[src/rtl/keccak_arbiter.sv]
// Round-robin arbiter sharing one keccak core between two message requesters.
// Grants the core, pulses its reset, forwards words under back-pressure and returns the digest.
module keccak_arbiter #(
    parameter int TIMEOUT = 4096
) (
    input  logic         clk,
    input  logic         reset,
    input  logic [31:0]  rq_in0,
    input  logic [31:0]  rq_in1,
    input  logic         rq_valid0,
    input  logic         rq_valid1,
    input  logic         rq_last0,
    input  logic         rq_last1,
    input  logic [1:0]   rq_bytes0,
    input  logic [1:0]   rq_bytes1,
    output logic         rq_ready0,
    output logic         rq_ready1,
    output logic [1:0]   done,
    output logic [1:0]   err,
    output logic [511:0] digest,
    output logic         core_reset,
    output logic [31:0]  core_in,
    output logic         core_in_ready,
    output logic         core_is_last,
    output logic [1:0]   core_byte_num,
    input  logic         core_buffer_full,
    input  logic [511:0] core_out,
    input  logic         core_out_ready
);

    localparam int CW = (TIMEOUT > 1) ? $clog2(TIMEOUT) : 1;
    localparam logic [CW-1:0] LIMIT = CW'(TIMEOUT - 1);

    typedef enum logic [2:0] {
        S_IDLE,
        S_CLEAR,
        S_STREAM,
        S_WAIT,
        S_DONE
    } state_t;

    state_t          r_state;
    logic            r_grant;
    logic            r_lastServed;
    logic [511:0]    r_digest;
    logic [CW-1:0]   r_count;

    logic            w_stream;
    logic            w_validG;
    logic            w_lastG;
    logic [1:0]      w_bytesG;
    logic [31:0]     w_inG;
    logic            w_readyG;
    logic            w_accept;
    logic            w_timeout;

    // Word path is purely combinational: the granted requester talks straight to the core.
    assign w_stream  = (r_state == S_STREAM);
    assign w_validG  = r_grant ? rq_valid1 : rq_valid0;
    assign w_lastG   = r_grant ? rq_last1  : rq_last0;
    assign w_bytesG  = r_grant ? rq_bytes1 : rq_bytes0;
    assign w_inG     = r_grant ? rq_in1    : rq_in0;
    assign w_readyG  = w_stream & ~core_buffer_full;
    assign w_accept  = w_readyG & w_validG;
    assign w_timeout = (r_state == S_WAIT) & ~core_out_ready & (r_count == LIMIT);

    assign rq_ready0     = w_readyG & ~r_grant;
    assign rq_ready1     = w_readyG & r_grant;
    assign core_in_ready = w_accept;
    assign core_in       = w_stream ? w_inG : 32'h0;
    assign core_is_last  = w_lastG & w_accept;
    assign core_byte_num = (w_stream & w_lastG) ? w_bytesG : 2'b00;
    assign core_reset    = ~reset | (r_state == S_CLEAR);
    assign done          = (r_state == S_DONE) ? {r_grant, ~r_grant} : 2'b00;
    assign err           = w_timeout ? {r_grant, ~r_grant} : 2'b00;
    assign digest        = r_digest;

    always_ff @(posedge clk or negedge reset) begin
        if (!reset) begin
            r_state      <= S_IDLE;
            r_grant      <= 1'b0;
            r_lastServed <= 1'b1;
            r_digest     <= '0;
            r_count      <= '0;
        end else begin
            case (r_state)
                S_IDLE: begin
                    if (rq_valid0 | rq_valid1) begin
                        r_grant <= (rq_valid0 & rq_valid1) ? ~r_lastServed : rq_valid1;
                        r_state <= S_CLEAR;
                    end
                end
                S_CLEAR: r_state <= S_STREAM;
                S_STREAM: begin
                    if (w_accept & w_lastG) begin
                        r_count <= '0;
                        r_state <= S_WAIT;
                    end
                end
                S_WAIT: begin
                    // A timed-out job still counts as served so the other side gets its turn.
                    if (core_out_ready) begin
                        r_digest     <= core_out;
                        r_lastServed <= r_grant;
                        r_state      <= S_DONE;
                    end else if (r_count == LIMIT) begin
                        r_lastServed <= r_grant;
                        r_state      <= S_IDLE;
                    end else begin
                        r_count <= r_count + 1'b1;
                    end
                end
                S_DONE:  r_state <= S_IDLE;
                default: r_state <= S_IDLE;
            endcase
        end
    end

endmodule
[config.mk]
export PLATFORM = sky130hd
export DESIGN_NAME = keccak_arbiter
export DESIGN_NICKNAME = d
export VERILOG_FILES = /design/src/rtl/keccak_arbiter.sv
export SDC_FILE = /design/constraint.sdc
export NUM_CORES = 1
export LEC_CHECK = 0
export BUFFER_PORTS_ARGS = -buffer_cell sky130_fd_sc_hd__buf_4
export CORE_AREA = 2 2 445 447
export DETAILED_ROUTE_END_ITERATION = 6
export DIE_AREA = 0 0 447 449
export PLACE_DENSITY = 0.36
export SETUP_SLACK_MARGIN = 0.2
export SYNTH_ARGS = -nofsm -noshare
export SYNTH_HDL_FRONTEND = slang
export SYNTH_SLANG_ARGS = --single-unit
[constraint.sdc]
create_clock -name clk -period 4.5 [get_ports clk]
set_input_delay 0.225 -clock clk [delete_from_list [all_inputs] [get_ports clk]]
set_output_delay 0.225 -clock clk [all_outputs]
set_load 0.03 [all_outputs]
==> impl_metrics.env, run 1 <==
export IMPL_io_pins=1143
export IMPL_yosys_register_bits=529
export IMPL_finalClockSkew_ns=0.0242
export IMPL_p_leak_nw=19.3
export IMPL_drcViolationCount=0
export IMPL_postCtsResizedCells=0
export IMPL_synth_area_top_cells="dfrtp_1 59%, mux2_4 31%, buf_6 2.5%"
export IMPL_slew_viol_final=0
export IMPL_cp_slowest_stage_delay_ns=0.85
export IMPL_clock_tree_root_cell="clkbuf_16"
export IMPL_hold_class="input pin to asynchronous set/reset pin"
export IMPL_clk_latency_ns=0.68
export IMPL_syn_inst=1275
export IMPL_synthFlopType="dfrtp_1"
export IMPL_yosys_warnings=0
export IMPL_required_ns=4.28
export IMPL_p_per_area_mw_per_mm2=762
export IMPL_htreeDepth=3
export IMPL_fin_crit_ns=2.99
export IMPL_drive_gt1_share_pct=59.6
export IMPL_grt_usage_pct=11.5
export IMPL_slowest_stage="or3b_2"
export IMPL_seq_area_frac_synth_pct=58.9
export IMPL_tns_ns=0
export IMPL_cp_max_fo=38
export IMPL_num_rows=163
export IMPL_cts_sinks=529
export IMPL_critPathCaptureType="primary output"
export IMPL_chipHeight_um=449
export IMPL_vias=17600
export IMPL_io_buffers=1142
export IMPL_core_mm2=0.196
export IMPL_critPathLaunchType="flop"
export IMPL_slew_headroom_pct=32.1
export IMPL_cts_buffers=72
export IMPL_syn_nets=1864
export IMPL_tightest_slew_ns=1.02
export IMPL_nNetsFinal=3561
export IMPL_grt_overflow_total=0
export IMPL_cts_max_path_buffers=3
export IMPL_grt_max_degree=118
export IMPL_period_share_pct=66.5
export IMPL_drt_wl_total_um=119000
export IMPL_drt_iter0_drc=766
export IMPL_setup_viol_count_final=0
export IMPL_timing_final_ws_setup_ns=1.51
export IMPL_clk_pin_slew_worst_paths_ns=0.06
export IMPL_routedWlPerCell_um=20.9
export IMPL_critPathBufInv=2
export IMPL_gp_congestion=0.862
export IMPL_cp_top_family="simple AND/OR/NAND/NOR gates"
export IMPL_grt_pass1_wl_um=161000
export IMPL_dp_slack_ns=1.63
export IMPL_place_hpwl_um=94300
export IMPL_syn_area_mm2=0.0225
export IMPL_synth_distinct_cells=39
export IMPL_yosys_area_top_type="dfrtp_1"
export IMPL_first_pass_iters=4
export IMPL_ant_nets=0
export IMPL_rrSetupSlack_ns=1.75
export IMPL_path_cells="or3b_2 -> a211o_1 -> inv_1 -> buf_4"
export IMPL_area_delta_synth_final_pct=85.2
export IMPL_vdd_drop_max_v=0.000403
export IMPL_async_reset_ff_share_pct=100
export IMPL_synth_edf_count=0
export IMPL_avgViaCountPerCell=3.10
export IMPL_cp_arrival_ns=2.77
export IMPL_first_global_vias=19500
export IMPL_status="completed"
export IMPL_syn_area_per_cell_um2=17.6
export IMPL_rsz0062_at_grt="false"
export IMPL_initial_core_util_pct=11.5
export IMPL_clock_fmax_ghz=0.334
export IMPL_hold_viol=0
export IMPL_max_cap_violations=0
export IMPL_n_fill_cell=21300
export IMPL_fp_dieArea_mm2=0.201
export IMPL_crit_type="flop to primary output"
export IMPL_antenna_found_initial=44
export IMPL_synth_top_area_share_pct=58.7
export IMPL_die_w_um=447
export IMPL_tritoncts="done"
state kept, by name, summed over array words and instances, names as in the netlist:
register and cells:
r_state 3, r_grant 1, r_lastServed 1, digest 512
r_count 12
placed cells by master (no fill, tap or decap), types with 2 or more instances in the layout:
master and instances:
buf_12 10, o21a_1 2, dlygate4sd3_1 518, mux2_2 43, nand3b_1 2, buf_4 1164
clkbuf_16 75, clkbuf_8 20, mux2i_1 35, inv_1 2, a211o_1 2, clkbuf_1 17
nor2_1 38, dfrtp_1 527, inv_6 2, nand2_1 10, a31oi_1 6, nor3_1 9
a21oi_1 8, a41oi_1 3, nand4_1 5, clkinv_2 10, diode_2 10, mux2_4 469
nand3_1 16, and3_1 4, o21ai_0 7
per-layer routing:
| metal | track usage (%) | vias to the layer above | share of wire, % |
|---|---|---|---|
| li1 | - | 7956 | - |
| met1 | 13.1 | 8755 | 39 |
| met2 | 19.1 | 699 | 49 |
| met3 | 4.98 | 171 | 9.6 |
| met4 | 3.76 | 8 | 2.8 |
| met5 | 0 | - | 0.040 |
cells in the mapped netlist (all sizes together) (2+ instances only):
cell and count:
nor2 38, and3 4, o21a 2, dfrtp 528, a41oi 3, buf 67
mux2 512, a211o 2, nor3 9, nand3b 2, a31oi 6, o21ai 7
a21oi 8, nand4 5, nand3 16, mux2i 35, inv 2, nand2 10
clkbuf 3
area by class of cell:
cell class                      count  area, um^2  area share (%)
Clock buffer                      112        2220            5.32
Sequential cell                   529       13200            31.8
Inverter                            2        7.51          0.0180
Antenna cell                       10        25.0          0.0601
Clock inverter                     16         164           0.394
Timing Repair Buffer             1693       14100            33.9
Tap cell                         2640        3300            7.93
Multi-Input combinational cell    674        8560            20.5
worst register-to-register path: stages, from the launching register on:
cell	delay, ns
dfrtp_1	0.49
and3b_1	0.40
and2_4	0.69
buf_4	0.65
mux2_2	0.41
repair_timing:
item | CTS | global route
buffers inserted | 0 | 0
endpoints found under the hold margin | 602 | 0
hold buffers | 518 | 0
cells by family after synthesis:
group                    share of synthesized area, %
multiplexers                                     35.0
AO/OA/AOI/OAI                                    1.00
AND/OR/NAND/NOR                                  1.95
adder cells (fa/ha/maj)                        0.0556
flip-flops                                       58.9
buffers and inverters                            3.11
per-stage QoR:
stage | hold slack (ns) | utilization [%] | area, um^2 | power, W | instances
6_report | 0.187 | 21.2 | 41600 | 0.0318 | 5676
5_1_grt | 0.236 | 21.2 | 41600 | 0.0333 | 5674
4_1_cts | 0.208 | 21.2 | 41600 | 0.0324 | 5666
3_5_place_dp | 0.410 | 17.4 | 34100 | 0.0257 | 5020
3_3_place_gp | 0.411 | 17.4 | 34100 | 0.0258 | 5020
2_1_floorplan | -0.0706 | - | 22500 | 0.0185 | 1275
path summary, 6_finish.rpt:
kind,from,to,cells past startpoint
worst max register to register,r_state[1],digest[456],4
worst min register to register,digest[455],digest[455],1
min in group clk,core_out[206],digest[206],3
worst max-delay path,r_state[1],core_is_last,4
max in group asynchronous,reset,digest[441],3
worst min-delay path,reset,digest[304],2
power breakdown:
group,total (W),switching (W),internal (W),leakage (nW)
clock,0.00589,0.00244,0.00345,1.18
combinational,0.0167,0.00919,0.00754,11.8
sequential,0.00913,0.00195,0.00718,6.32
total,0.0318,0.0136,0.0182,19.3
No activity file was read; power rests on OpenSTA's default activity.
==> run 2, diff against run 1 <==
==> constraint.sdc (replaced) <==
create_clock -name clk -period 2.9 [get_ports clk]
set_input_delay 0.145 -clock clk [delete_from_list [all_inputs] [get_ports clk]]
set_output_delay 0.145 -clock clk [all_outputs]
set_load 0.03 [all_outputs]
==> impl_metrics.env, run 2 (synthesized netlist as in run 1, its figures left out) <==
export IMPL_status="completed"
export IMPL_grt_pass1_wl_um=161000
export IMPL_drive_gt1_share_pct=60.0
export IMPL_grt_usage_pct=11.5
export IMPL_core_mm2=0.196
export IMPL_routedWlPerCell_um=20.9
export IMPL_cts_buffers=74
export IMPL_drt_wl_total_um=119000
export IMPL_first_global_vias=19400
export IMPL_p_leak_nw=19.4
export IMPL_crit_type="flop to primary output"
export IMPL_clock_power_share_pct=19.1
export IMPL_tns_ns=0
export IMPL_cp_slowest_stage_delay_ns=0.51
export IMPL_required_ns=2.76
export IMPL_power_switching_w=0.0212
export IMPL_largest_reg_flops=512
export IMPL_tightest_slew_ns=1.08
export IMPL_regToRegEndpoint="digest[166]"
export IMPL_rsz0062_at_grt="false"
export IMPL_r2r_cells=5
export IMPL_clock_fmax_ghz=0.401
export IMPL_die_w_um=447
export IMPL_max_cap_violations=0
export IMPL_layout_commonest_cell="buf_4"
export IMPL_first_pass_iters=4
export IMPL_setup_viol_count_final=0
export IMPL_seqPwrFrac_pct=28.3
export IMPL_power_frac_comb_pct=52.6
export IMPL_cts_max_path_buffers=3
export IMPL_critPathBufInv=2
export IMPL_clock_tree_root_cell="clkbuf_16"
export IMPL_grt_max_degree=111
export IMPL_postCtsSetupRepairBufs=0
export IMPL_cp_max_fo=37
export IMPL_slew_viol_final=0
export IMPL_startpoint="r_state[2]"
export IMPL_clk_latency_ns=0.68
export IMPL_hold_viol=0
export IMPL_finalClockSkew_ns=0.0189
export IMPL_critPathLaunchType="flop"
export IMPL_placed_area_mm2=0.0343
export IMPL_cp_top_family="simple AND/OR/NAND/NOR gates"
export IMPL_chipHeight_um=449
export IMPL_cp_arrival_ns=2.35
export IMPL_critical_path_most_common_cell="buf_4"
export IMPL_gp_congestion=0.849
export IMPL_vias=17400
export IMPL_p_int_w=0.0285
export IMPL_rrSetupSlack_ns=0.51
export IMPL_critPathCaptureType="primary output"
export IMPL_slew_headroom_pct=27.6
export IMPL_clk_pin_slew_worst_paths_ns=0.05
export IMPL_vdd_drop_max_v=0.000601
export IMPL_grt_overflow_total=0
export IMPL_area_delta_synth_final_pct=86.5
export IMPL_hold_class="input pin to flop"
export IMPL_ant_nets=0
export IMPL_final_cell_mix="1,168 x buf_4, 526 x dfrtp_1, 518 x dlygate4sd3_1"
export IMPL_p_sw_share_pct=42.7
export IMPL_io_buffers=1142
export IMPL_drt_iter0_drc=815
export IMPL_avgViaCountPerCell=3.06
export IMPL_io_pins=1143
export IMPL_cts_sinks=529
export IMPL_p_per_area_mw_per_mm2=1190
export IMPL_fp_dieArea_mm2=0.201
export IMPL_initial_core_util_pct=11.5
export IMPL_crit_cells=4
export IMPL_tritoncts="done"
export IMPL_htreeDepth=3
export IMPL_nNetsFinal=3575
export IMPL_path_cells="or3b_2 -> buf_4 -> nor3_1 -> buf_4"
export IMPL_place_hpwl_um=96000
export IMPL_slowest_stage="or3b_2"
export IMPL_postLayoutCellArea_mm2=0.0419
export IMPL_crit_path_end="core_in_ready"
export IMPL_worst_r2r_startpoint="r_state[0]"
export IMPL_period_share_pct=85.9
export IMPL_antenna_found_initial=27
export IMPL_num_rows=163
export IMPL_fin_crit_ns=2.49
export IMPL_drcViolationCount=0
export IMPL_fin_util_pct=21.4
-- run 2: cell types whose count changed in the layout (fill, tap and decap cells not counted), moves of 2 or more --
cell | before | now
inv_16 | 1 | 4
diode_2 | 10 | 7
clkinv_4 | 0 | 3
clkbuf_8 | 20 | 16
clkinvlp_4 | 0 | 2
buf_12 | 10 | 18
clkinv_2 | 10 | 12
buf_4 | 1164 | 1168
clkbuf_1 | 17 | 14
bufinv_16 | 1 | 5
-- run 2: metal layers --
layer	GRT usage (%)	vias to the layer above	part of all wire [%]	wire [um]
li1	-	7998	-	-
met4	3.27	6	2.4	2860
met2	19.7	624	50	59000
met1	13.3	8650	38	45800
met5	0	-	0.039	46
met3	4.50	157	9.6	11400
-- run 2: power by group through the flow --
stage / logic [W] / clock network (W) / registers, W
final: 0.0262 / 0.00952 / 0.0141
after global routing: 0.0275 / 0.0102 / 0.0146
after CTS: 0.0268 / 0.00997 / 0.0141
after floorplan: 0.00833 / 0 / 0.0204
after detailed placement: 0.0260 / 0 / 0.0141
after global placement: 0.0260 / 0 / 0.0142
-- run 2: per-stage QoR --
stage / total power, W / hold WS, ns / setup WS [ns] / std cells
floorplan: 0.0287 / -0.151 / 0.909 / 1275
global placement: 0.0401 / 0.0946 / 0.522 / 5032
detailed placement: 0.0401 / 0.0950 / 0.491 / 5032
CTS: 0.0508 / 0.00820 / 0.222 / 5683
global route: 0.0523 / 0.0722 / 0.225 / 5686
finish: 0.0498 / 0.127 / 0.408 / 5690
-- run 2: final cells by class --
type	count	area, um^2
clock inverters	29	365
flip-flops and latches	529	13200
fillers	21200	154000
inverters	2	7.51
clock buffers	104	2120
well taps	2640	3300
multi-input cells	674	8560
diodes	7	17.5
repair buffers	1705	14300
-- run 2: timing repair --
action | in CTS | in global routing
gates resized for setup | 1 | 1
hold buffers | 518 | 0
hold endpoints to repair | 865 | 0
endpoints found under the setup margin | 1 | 1
-- run 2: how the worst min path moves through the flow --
stage                     start     endpoint  slack, ns  cells after the start
2_1_floorplan             reset    digest[0]      -0.15                      0
3_3_place_gp              reset  digest[208]       0.09                      1
3_5_place_dp              reset  digest[208]        0.1                      1
4_1_cts        core_buffer_full   r_count[1]      0.008                      4
5_1_grt        core_buffer_full   r_count[1]       0.07                      4
6_report       core_buffer_full   r_count[1]       0.13                      4
-- run 2: worst reg2reg max path, stage by stage, from the launching register on --
cell	delay, ns
dfrtp_1	0.49
and3b_1	0.42
and2_4	0.24
buf_12	0.24
buf_12	0.46
mux2_4	0.41
